$ cat config.mk
export PLATFORM = sky130hd
export DESIGN_NAME = fetch_pc
export DESIGN_NICKNAME = d
export VERILOG_FILES = /design/src/rtl/fetch_pkg.sv /design/src/rtl/branch_lut.sv /design/src/rtl/fetch_pc.sv
export SDC_FILE = /design/constraint.sdc
export NUM_CORES = 1
export LEC_CHECK = 0
export CAP_MARGIN = 20
export CORE_UTILIZATION = 52
export DETAILED_ROUTE_END_ITERATION = 8
export HOLD_SLACK_MARGIN = 0.12
export PLACE_DENSITY_LB_ADDON = 0.05
export SLEW_MARGIN = 20
export SYNTH_ARGS = -nofsm -noshare
export SYNTH_HDL_FRONTEND = slang
export SYNTH_SLANG_ARGS = --single-unit
export TNS_END_PERCENT = 30
$ cat constraint.sdc
create_clock -name CLK -period 3.35 [get_ports CLK]
set_input_delay 0.335 -clock CLK [delete_from_list [all_inputs] [get_ports CLK]]
set_output_delay 0.335 -clock CLK [all_outputs]
set_load 0.02 [all_outputs]
$ cat src/rtl/fetch_pkg.sv
// Shared types and constants for the fetch / program-counter stage.
// Holds the FSM state encoding and the absolute/relative branch-target tables.
// Pure declarations: no logic, latency or flow control of its own.
package fetch_pkg;

   localparam int PC_W   = 16;
   localparam int LUT_AW = 2;

   typedef enum logic [1:0] {
      IDLE   = 2'd0,
      RUN    = 2'd1,
      HALTED = 2'd2
   } fetch_state_t;

   localparam logic [15:0] LUT_ABS [4] = '{16'h0000, 16'h0008, 16'h0010, 16'h0020};

   // Relative offsets are two's-complement and get sign-extended to PC_W.
   localparam logic signed [15:0] LUT_REL [4] = '{16'sd2, 16'sd4, -16'sd3, -16'sd8};

endpackage

$ cat src/rtl/branch_lut.sv
// Branch-target lookup: instruction LUT index -> absolute target and relative offset.
// Latency: purely combinational, zero cycles.
// Backpressure: none; output follows the index every cycle.
module branch_lut
   import fetch_pkg::*;
#(
   parameter int LUT_AW_P = fetch_pkg::LUT_AW
) (
   input  logic [LUT_AW_P-1:0] lut_idx,
   output logic [15:0]         abs_tgt,
   output logic signed [15:0]  rel_off
);

   // Indices beyond the populated tables fall back to a harmless zero target/offset.
   always_comb begin
      abs_tgt = 16'h0000;
      rel_off = 16'sd0;
      case (32'(lut_idx))
         0: begin
            abs_tgt = LUT_ABS[0];
            rel_off = LUT_REL[0];
         end
         1: begin
            abs_tgt = LUT_ABS[1];
            rel_off = LUT_REL[1];
         end
         2: begin
            abs_tgt = LUT_ABS[2];
            rel_off = LUT_REL[2];
         end
         3: begin
            abs_tgt = LUT_ABS[3];
            rel_off = LUT_REL[3];
         end
         default: begin
            abs_tgt = 16'h0000;
            rel_off = 16'sd0;
         end
      endcase
   end

endmodule

$ cat src/rtl/fetch_pc.sv
// Program counter and fetch control feeding a combinational instruction ROM.
// Latency: next PC registered one cycle after decode; outputs come only from state.
// Backpressure: Stall freezes PC and retire count; Halt wins over Stall.
module fetch_pc
   import fetch_pkg::*;
#(
   parameter int              PC_W_P     = fetch_pkg::PC_W,
   parameter int              LUT_AW_P   = fetch_pkg::LUT_AW,
   parameter logic [PC_W_P-1:0] START_ADDR = '0
) (
   input  logic                CLK,
   input  logic                Reset,
   input  logic                Start,
   input  logic                Stall,
   input  logic                Halt,
   input  logic                BranchAbs,
   input  logic                BranchRel,
   input  logic                Taken,
   input  logic [LUT_AW_P-1:0] LutIdx,
   output logic [PC_W_P-1:0]   PC,
   output logic                Running,
   output logic                Done,
   output logic [15:0]         InstCount
);

   fetch_state_t        state_q, state_d;
   logic [PC_W_P-1:0]   pc_q, pc_d;
   logic [15:0]         cnt_q, cnt_d;

   logic [15:0]         abs_tgt;
   logic signed [15:0]  rel_off;
   logic [PC_W_P-1:0]   pc_seq, pc_abs, pc_rel;
   logic [15:0]         cnt_inc;

   branch_lut #(
      .LUT_AW_P (LUT_AW_P)
   ) u_branch_lut (
      .lut_idx (LutIdx),
      .abs_tgt (abs_tgt),
      .rel_off (rel_off)
   );

   // All PC arithmetic wraps modulo 2**PC_W; the size cast sign-extends rel_off.
   assign pc_seq  = pc_q + PC_W_P'(1);
   assign pc_abs  = PC_W_P'(abs_tgt);
   assign pc_rel  = pc_q + PC_W_P'(rel_off);
   assign cnt_inc = (cnt_q == 16'hFFFF) ? cnt_q : cnt_q + 16'd1;

   always_comb begin
      state_d = state_q;
      pc_d    = pc_q;
      cnt_d   = cnt_q;
      case (state_q)
         IDLE, HALTED: begin
            if (Start) begin
               state_d = RUN;
               pc_d    = START_ADDR;
               cnt_d   = 16'd0;
            end
         end
         RUN: begin
            if (Halt) begin
               // PC stays on the halt instruction; the halt itself retires.
               state_d = HALTED;
               cnt_d   = cnt_inc;
            end else if (!Stall) begin
               cnt_d = cnt_inc;
               if (BranchAbs && Taken) begin
                  pc_d = pc_abs;
               end else if (BranchRel && Taken) begin
                  pc_d = pc_rel;
               end else begin
                  pc_d = pc_seq;
               end
            end
         end
         default: begin
            state_d = IDLE;
            pc_d    = START_ADDR;
            cnt_d   = 16'd0;
         end
      endcase
   end

   always_ff @(posedge CLK) begin
      if (Reset) begin
         state_q <= IDLE;
      end else begin
         state_q <= state_d;
      end
   end

   always_ff @(posedge CLK) begin
      if (Reset) begin
         pc_q  <= START_ADDR;
         cnt_q <= 16'd0;
      end else begin
         pc_q  <= pc_d;
         cnt_q <= cnt_d;
      end
   end

   assign PC        = pc_q;
   assign Running   = (state_q == RUN);
   assign Done      = (state_q == HALTED);
   assign InstCount = cnt_q;

endmodule

Word-level counts from Yosys, hierarchy flattened:

Cells that the tools add are included.
W data, S select, Z words.

* memory bits (writable): 0
* ROM bits: 0
* output and inout bits: 34
* memories: 0
* input port bits: 10
* word-level logic and storage cells: 40
* register bits after elaboration: 34
* bits in latches: 0

* reductions and logical operators: 8
* divide/modulo/power cells: 0
* magnitude comparators: 0
* equal/unequal tests: 11
* multiply operators: 0
* bitwise operators: 0
* $add $sub $neg: 3
* shift operators: 0
* mux-type cells: 15

Operators with widths (number)
* $mux W16: 8
* $pmux W16 S4: 2
* $pmux W16 S2: 2
* $add A16 B1 Y16 const B: 2
* $add A16 B16 Y16: 1
* $eq A16 B16 Y1 const B: 1
* $ne A2 B2 Y1 const B: 4
* $eq A2 B2 Y1 const B: 3
* $eq A2 B1 Y1 const B: 2
* $logic_not A2 Y1: 2
* $mux W2: 2
* $pmux W2 S2: 1
* $reduce_and A2 Y1: 2
* $ne A3 B3 Y1 const B: 1
* $reduce_and A3 Y1: 1
* $logic_and A1 B1 Y1: 2
* $reduce_or A2 Y1: 1

Depth between registers and ports, before layout:

Gate-level depths: netlist of the first run.

* word-level depth: 8
* depth in mapped cells: 12
* gate-level depth less buffers: 12

Modules after synthesis:

From an unflattened synthesis of the first run, not the netlist that was laid out.

* cells, all modules: 335
* area total of the unflattened synthesis: 2678.8 sq um

Modules (own cells, without submodules)
* fetch_pc: sequential area each 680.7 sq um, area an instance 2416.1 sq um, instances 1, cells each 301
* branch_lut: sequential area each 0.0 sq um, area an instance 262.8 sq um, instances 1, cells each 34

Worst setup path before layout of the first run:

No wires, ideal clock.

* path kind: in2reg
* from: input LutIdx[0]
* to: register pc_q[10], in the netlist PC[10]
* slack: 0.885 ns
* required time: 3.231 ns
* setup time: 0.119 ns
* stages on the path: 12
* path buffers: 0
* arrival: 2.347 ns
* cells stage by stage: inv_1 > ha_1 > nand3b_1 > ha_1 > inv_1 > fa_1 > nor2b_1 > o21ai_0 > a32o_1 > a21oi_1 > a211oi_1 > o221a_1

* word-level cells in the longest chain between the ends: 8
* elaborated cells between the ends (all ways): 11
* classes of those cells: add/sub: 1; eq/ne: 3; mux: 6; reduce/logical: 1

Ends and longest elaborated chain
* start: declaration: line fetch_pc.sv:19 `input logic [LUT_AW_P-1:0] LutIdx,`
* $eq A2 B2 Y1, or another cell as far along: line branch_lut.sv:18 `case (32'(lut_idx))`
* $pmux W16 S4 *: line branch_lut.sv:18
* $add A16 B16 Y16 *: line fetch_pc.sv:46 `assign pc_rel = pc_q + PC_W_P'(rel_off);`
* $mux W16 *: line fetch_pc.sv:70 `end else if (BranchRel && Taken) begin`
* $mux W16 *: line fetch_pc.sv:68 `if (BranchAbs && Taken) begin`
* $mux W16 *: line fetch_pc.sv:66 `end else if (!Stall) begin`
* $mux W16 *: line fetch_pc.sv:62 `if (Halt) begin`
* $pmux W16 S2 *: line fetch_pc.sv:53 `case (state_q)`
* end signal: assignment: line fetch_pc.sv:98 `pc_q <= pc_d;`
* end: declaration: line fetch_pc.sv:27 `logic [PC_W_P-1:0] pc_q, pc_d;`

Mark *: on every way between the ends. The rest lies on a longest branch, timed or not. The select of a mux whose other input is x is not followed.
A chain may end at the register's enable or synchronous reset.

Worst setup path in the final report of the first run:

Same ends and word-level chain as after synthesis.

==> results of run 1 <==
## layout by cell type, fill, tap and decap left out, drive strengths merged, types with 3 or more instances in the layout
cell	Yosys	layout
mux2i	4	4
o211ai	5	5
and2	3	3
buf	5	5
nand4	8	8
nand2	27	27
o21ai	16	16
a22oi	3	3
xor2	10	10
clkdlybuf4s50	0	43
nor3	10	10
a21oi	16	16
or3	10	10
nand2b	3	3
xnor2	7	7
nand3	16	16
dfxtp	34	34
nor2	38	38
nor2b	6	6
a31oi	4	4
clkbuf	13	5
nor4	4	4
and3	9	9
ha	11	11
inv	9	9
a21o	4	4
## where the power goes
group	internal, mW	switching (mW)	total (mW)	leakage, nW
Combinational	0.0493	0.0681	0.117	0.742
Sequential	0.410	0.0116	0.421	0.274
Clock	0.139	0.150	0.289	0.0438
Total	0.598	0.230	0.828	1.06
## critical path, stage by stage
cell and delay, ns:
clkdlybuf4s50_1 0.54, inv_1 0.09, ha_1 0.28, and3_1 0.18, ha_1 0.32, nor2b_1 0.15
buf_4 0.15, o41ai_1 0.29, a32o_1 0.30, a21oi_1 0.07, a211oi_1 0.22, o221a_1 0.22
## worst min path at each step
stage | slack [ns] | depth (start not counted) | end | start
after CTS | 0.52 | 2 | InstCount[12]$_SDFFE_PP0P_ | InstCount[12]$_SDFFE_PP0P_
final | 0.52 | 1 | PC[13]$_SDFFE_PP0P_ | PC[13]$_SDFFE_PP0P_
after floorplan | 0.50 | 2 | state_q[1]$_SDFFE_PP0P_ | Halt
after detailed placement | 0.51 | 1 | PC[13]$_SDFFE_PP0P_ | PC[13]$_SDFFE_PP0P_
after global placement | 0.50 | 1 | PC[13]$_SDFFE_PP0P_ | PC[13]$_SDFFE_PP0P_
after global routing | 0.56 | 1 | PC[14]$_SDFFE_PP0P_ | PC[14]$_SDFFE_PP0P_
## cell families after synthesis
family                     Yosys count  synth area share (%)
AOI/OAI and AO/OA                   67                  19.3
buffers and inverters               27                  4.64
muxes                                4                  1.73
DFF                                 34                  29.3
xor gates and xnor gates            17                  6.42
adders and majority gates           12                  6.80
and+or+nand+nor                    145                  31.8
## sequential cells by signal, summed over array words and instances (netlist names)
name       count
PC            16
InstCount     16
state_q        2
## area by class of cell
cell class | count | area, um2
timing repair buffer | 48 | 468
clock inverter | 2 | 10.0
multi-input combinational | 245 | 1530
sequential | 34 | 681
fill | 364 | 1290
tap | 50 | 62.6
clock buffer | 5 | 68.8
inverter | 9 | 33.8
## metrics by stage
step | hold WS [ns] | worst slack (ns) | cell area (um2)
floorplan | 0.498 | 0.885 | 2320
global placement | 0.497 | 0.326 | 2780
detailed placement | 0.505 | 0.217 | 2780
CTS | 0.517 | 0.505 | 2860
global route | 0.564 | 0.311 | 2860
finish | 0.523 | 0.449 | 2860
## layer usage
layer	part of all wire, %	vias up
met5	0	-
met4	1.2	0
met3	6.3	7
met2	44	85
met1	49	1045
li1	-	1164
==> results.json, run 1 <==
{
  "status": "finished, final reports clean",
  "use_met2_pct": 40.6,
  "drt_iter0_markers": 294,
  "cts-htree-levels": 2,
  "fin_nets": 365,
  "tightestPinTransition_ns": 0.739,
  "postRouteAntennaNets": 0,
  "cts_setup_buffers": 0,
  "arrival_ns": 3.14,
  "synth-seq-area-share_pct": 29.3,
  "yosysMostFrequentCell": "nor2_1",
  "ys_seq_elements": 34,
  "timing.rr.end": "PC[10]$_SDFFE_PP0P_",
  "synthCells": 306,
  "yosysTopAreaCellShare_pct": 29.3,
  "chipWidth_um": 68.8,
  "drv_slew": 0,
  "drv_cap": 0,
  "synth_cell_types": 56,
  "finalSetupViolCount": 0,
  "required_ns": 3.58,
  "cp-endpoint": "PC[10]$_SDFFE_PP0P_",
  "grt_use_met3_pct": 4.77,
  "dp.cells": 386,
  "boundaryPins": 44,
  "ctsHoldBuffers": 0,
  "rsz0062_at_grt": "no",
  "num_vias": 2301,
  "drt-pass1-iter-count": 5,
  "wl_um": 5710,
  "irDropWorstVdd_mv": 0.148,
  "post_drt_wl_per_cell_um": 14.5,
  "p_leak_nw": 1.06,
  "dpl.hpwl_um": 4090,
  "grt_pass1_vias": 2067,
  "gp_congestion": 0.902,
  "start_util_pct": 56.0,
  "cts_tree": "done",
  "grt_overflow": 0,
  "worstPathMaxFanout": 7,
  "yosys-top-cells-count": "nor2_1, dfxtp_1, nand2_1, nand3_1, a21oi_1",
  "num_antenna_cells": 0,
  "cts_sinks": 34,
  "postSynth.asyncResetShare_pct": 0,
  "endpoint_kind": "flop",
  "crit_type": "input pin to flop",
  "clkLatencyLatePin_ns": 0.29,
  "clock.fmax_mhz": 345,
  "synth_edf_count": 0,
  "synthFlopType": "dfxtp_1",
  "finalHoldViolCount": 0,
  "finalSetupTns_ns": 0,
  "numCtsBuffers": 5,
  "core_area_um2": 4140,
  "synth_top_area_cell": "dfxtp_1",
  "grt_use_total_pct": 26.6,
  "met1_usage_pct": 37.3,
  "ff2ff_setup_slack_ns": 1.15,
  "slew_headroom_pct": 50.7,
  "hold_class": "flop to flop",
  "rows": 23,
  "fin_skew_ns": 0.00512,
  "syn-cell-area_um2": 2320,
  "portBuffers": 43,
  "top_usage_layer": "met2",
  "period_share_pct": 86.6,
  "antenna_found_initial": 0,
  "critPathLaunchType": "input pin",
  "synthTopCellsByArea": "dfxtp_1, nor2_1, ha_1, nand2_1, xor2_1",
  "grt_pass1_wl_um": 9360,
  "cts-resized-gates": 0,
  "die_h_um": 68.8,
  "yosysWarnings": 0,
  "final_util_pct": 68.9,
  "syn_avg_cell_area_um2": 7.58,
  "period_needed_ns": 2.90,
  "root_buffer": "clkbuf_8",
  "r2r_cells": 10,
  "critPathLaunch": "LutIdx[0]",
  "clk_pin_slew_ns": 0.07,
  "clock_path_buffers": 2,
  "cellPowerDensity_nw_per_um2": 290,
  "syn-num-nets": 328,
  "drc": 0,
  "drive_above_1_share_pct": 5.54,
  "instances_no_fill": 393,
  "via_per_inst": 5.85,
  "syn2layout_area_growth_pct": 23.1,
  "grt_max_degree": 21,
  "total_power_mw": 0.828,
  "die_area_um2": 4730,
  "rr_startpoint": "PC[0]$_SDFFE_PP0P_"
}
Note: power is estimated with default switching activity, not from simulation.
==> inputs of run 2 (changes only) <==
--- a/config.mk
+++ b/config.mk
@@ -10,6 +10,7 @@
 export DETAILED_ROUTE_END_ITERATION = 8
 export HOLD_SLACK_MARGIN = 0.12
 export PLACE_DENSITY_LB_ADDON = 0.05
+export REMOVE_ABC_BUFFERS = 1
 export SLEW_MARGIN = 20
 export SYNTH_ARGS = -nofsm -noshare
 export SYNTH_HDL_FRONTEND = slang
==> run 2 against run 1 <==
Clock skew is 0.0028 ns higher. Via count increased by 2.0%. Critical path depth up 2. Wire length grew 2.8%. Critical endpoint unchanged.
==> results.json, run 2 (synthesis results as in run 1) <==
{
  "drc": 0,
  "grt_overflow": 0,
  "postRouteAntennaNets": 0,
  "antenna_found_initial": 0,
  "portBuffers": 43,
  "worstPathMaxFanout": 7,
  "grt_pass1_vias": 2081,
  "required_ns": 3.54,
  "grt_max_degree": 21,
  "cellPowerDensity_nw_per_um2": 345,
  "hold_depth": 1,
  "cts-resized-gates": 0,
  "dpl.hpwl_um": 4190,
  "num_antenna_cells": 0,
  "drt_iter0_markers": 212,
  "fill_cells": 358,
  "drt-pass1-iter-count": 4,
  "fin_nets": 365,
  "irDropWorstVdd_mv": 0.209,
  "worstHoldEndpoint": "PC[13]$_SDFFE_PP0P_",
  "cts_tree": "done",
  "die_h_um": 68.8,
  "numCtsBuffers": 5,
  "fin_skew_ns": 0.00793,
  "finalSetupViolCount": 0,
  "timing.rr.end": "PC[10]$_SDFFE_PP0P_",
  "p_sw_share_pct": 24.6,
  "root_buffer": "clkbuf_8",
  "switchingPower_mw": 0.247,
  "drive_above_1_share_pct": 5.81,
  "ff2ff_setup_slack_ns": 1.03,
  "chipWidth_um": 68.8,
  "hp-start": "PC[13]$_SDFFE_PP0P_",
  "clkLatencyLatePin_ns": 0.29,
  "p_clk_share_pct": 46.3,
  "drv_slew": 0,
  "tightestPinTransition_ns": 0.738,
  "p_int_mw": 0.758,
  "boundaryPins": 44,
  "grt_pass1_wl_um": 9400,
  "gp_congestion": 0.867,
  "r2r_cells": 6,
  "ctsHoldBuffers": 0,
  "rsz0062_at_grt": "no",
  "finalHoldViolCount": 0,
  "rr_startpoint": "state_q[0]$_SDFFE_PP0P_",
  "final_cell_mix": "clkdlybuf4s50_1, nor2_1, dfxtp_1",
  "final_util_pct": 70.3,
  "cts-htree-levels": 2,
  "num_vias": 2348,
  "critPathLaunchType": "input pin",
  "crit_type": "input pin to flop",
  "period_needed_ns": 2.90,
  "post_drt_wl_per_cell_um": 14.9,
  "status": "finished, final reports clean",
  "die_area_um2": 4730,
  "clk_pin_slew_ns": 0.08,
  "p_leak_nw": 1.09,
  "combPwrFrac_pct": 11.8,
  "cts_setup_buffers": 0,
  "hold_class": "flop to flop",
  "cts_sinks": 34,
  "wl_um": 5870,
  "arrival_ns": 3.08,
  "seq_power_share_pct": 41.9,
  "rows": 23,
  "final_common_cell": "clkdlybuf4s50_1",
  "slew_headroom_pct": 50.4,
  "period_share_pct": 86.5,
  "via_per_inst": 5.96,
  "clock_path_buffers": 2,
  "clock.fmax_mhz": 345,
  "endpoint_kind": "flop",
  "core_area_um2": 4140,
  "finalSetupTns_ns": 0,
  "syn2layout_area_growth_pct": 25.6,
  "start_util_pct": 56.0,
  "grt_use_total_pct": 26.6,
  "drv_cap": 0
}
-- run 2: worst max path at each step --
stage / cells past startpoint / to / start / slack (ns)
5_1_grt: 14 / PC[10]$_SDFFE_PP0P_ / LutIdx[0] / 0.28
3_5_place_dp: 14 / PC[10]$_SDFFE_PP0P_ / LutIdx[0] / 0.25
2_1_floorplan: 12 / PC[10]$_SDFFE_PP0P_ / LutIdx[0] / 0.89
4_1_cts: 14 / PC[10]$_SDFFE_PP0P_ / LutIdx[0] / 0.53
6_report: 14 / PC[10]$_SDFFE_PP0P_ / LutIdx[0] / 0.45
3_3_place_gp: 12 / PC[14]$_SDFFE_PP0P_ / LutIdx[0] / 0.32
-- run 2: critical path: stages --
cell	delay (ns)
clkdlybuf4s50_1	0.53
inv_1	0.08
ha_1	0.23
nand3b_1	0.17
ha_1	0.21
inv_1	0.08
fa_1	0.20
nor2b_1	0.05
buf_4	0.15
nor2_1	0.21
a31oi_1	0.12
o21ai_0	0.31
a21oi_1	0.13
o221a_1	0.27
-- run 2: final cells by class --
cell class	instances	area [um2]	area share, %
well taps	50	62.6	2.15
inverters	9	33.8	1.16
repair buffers	48	468	16.1
flip-flops and latches	34	681	23.4
clock inverters	3	68.8	2.36
multi-input cells	245	1530	52.6
clock buffers	5	68.8	2.36
-- run 2: power groups by stage --
| stage | clock, mW | combinational [mW] | sequential [mW] |
|---|---|---|---|
| after floorplan | 0 | 0.0644 | 0.432 |
| after global placement | 0 | 0.116 | 0.430 |
| after detailed placement | 0 | 0.117 | 0.430 |
| after CTS | 0.472 | 0.118 | 0.420 |
| after global routing | 0.485 | 0.131 | 0.422 |
| final | 0.465 | 0.119 | 0.421 |
-- run 2: per-layer routing --
layer	track usage (%)	part of all wire [%]	wire length, um
met1	37.1	49	2890
met2	40.3	43	2510
met3	5.10	6.1	356
met4	9.44	1.8	108
met5	0	0	0
-- run 2: per-stage QoR --
step	std cells	power, mW	setup WS, ns	hold WS, ns	area, um2
5_1_grt	394	1.04	0.278	0.560	2910
3_3_place_gp	386	0.545	0.318	0.499	2780
2_1_floorplan	288	0.497	0.888	0.404	2250
4_1_cts	394	1.01	0.533	0.525	2910
3_5_place_dp	386	0.547	0.254	0.506	2780
6_report	394	1.00	0.451	0.524	2910
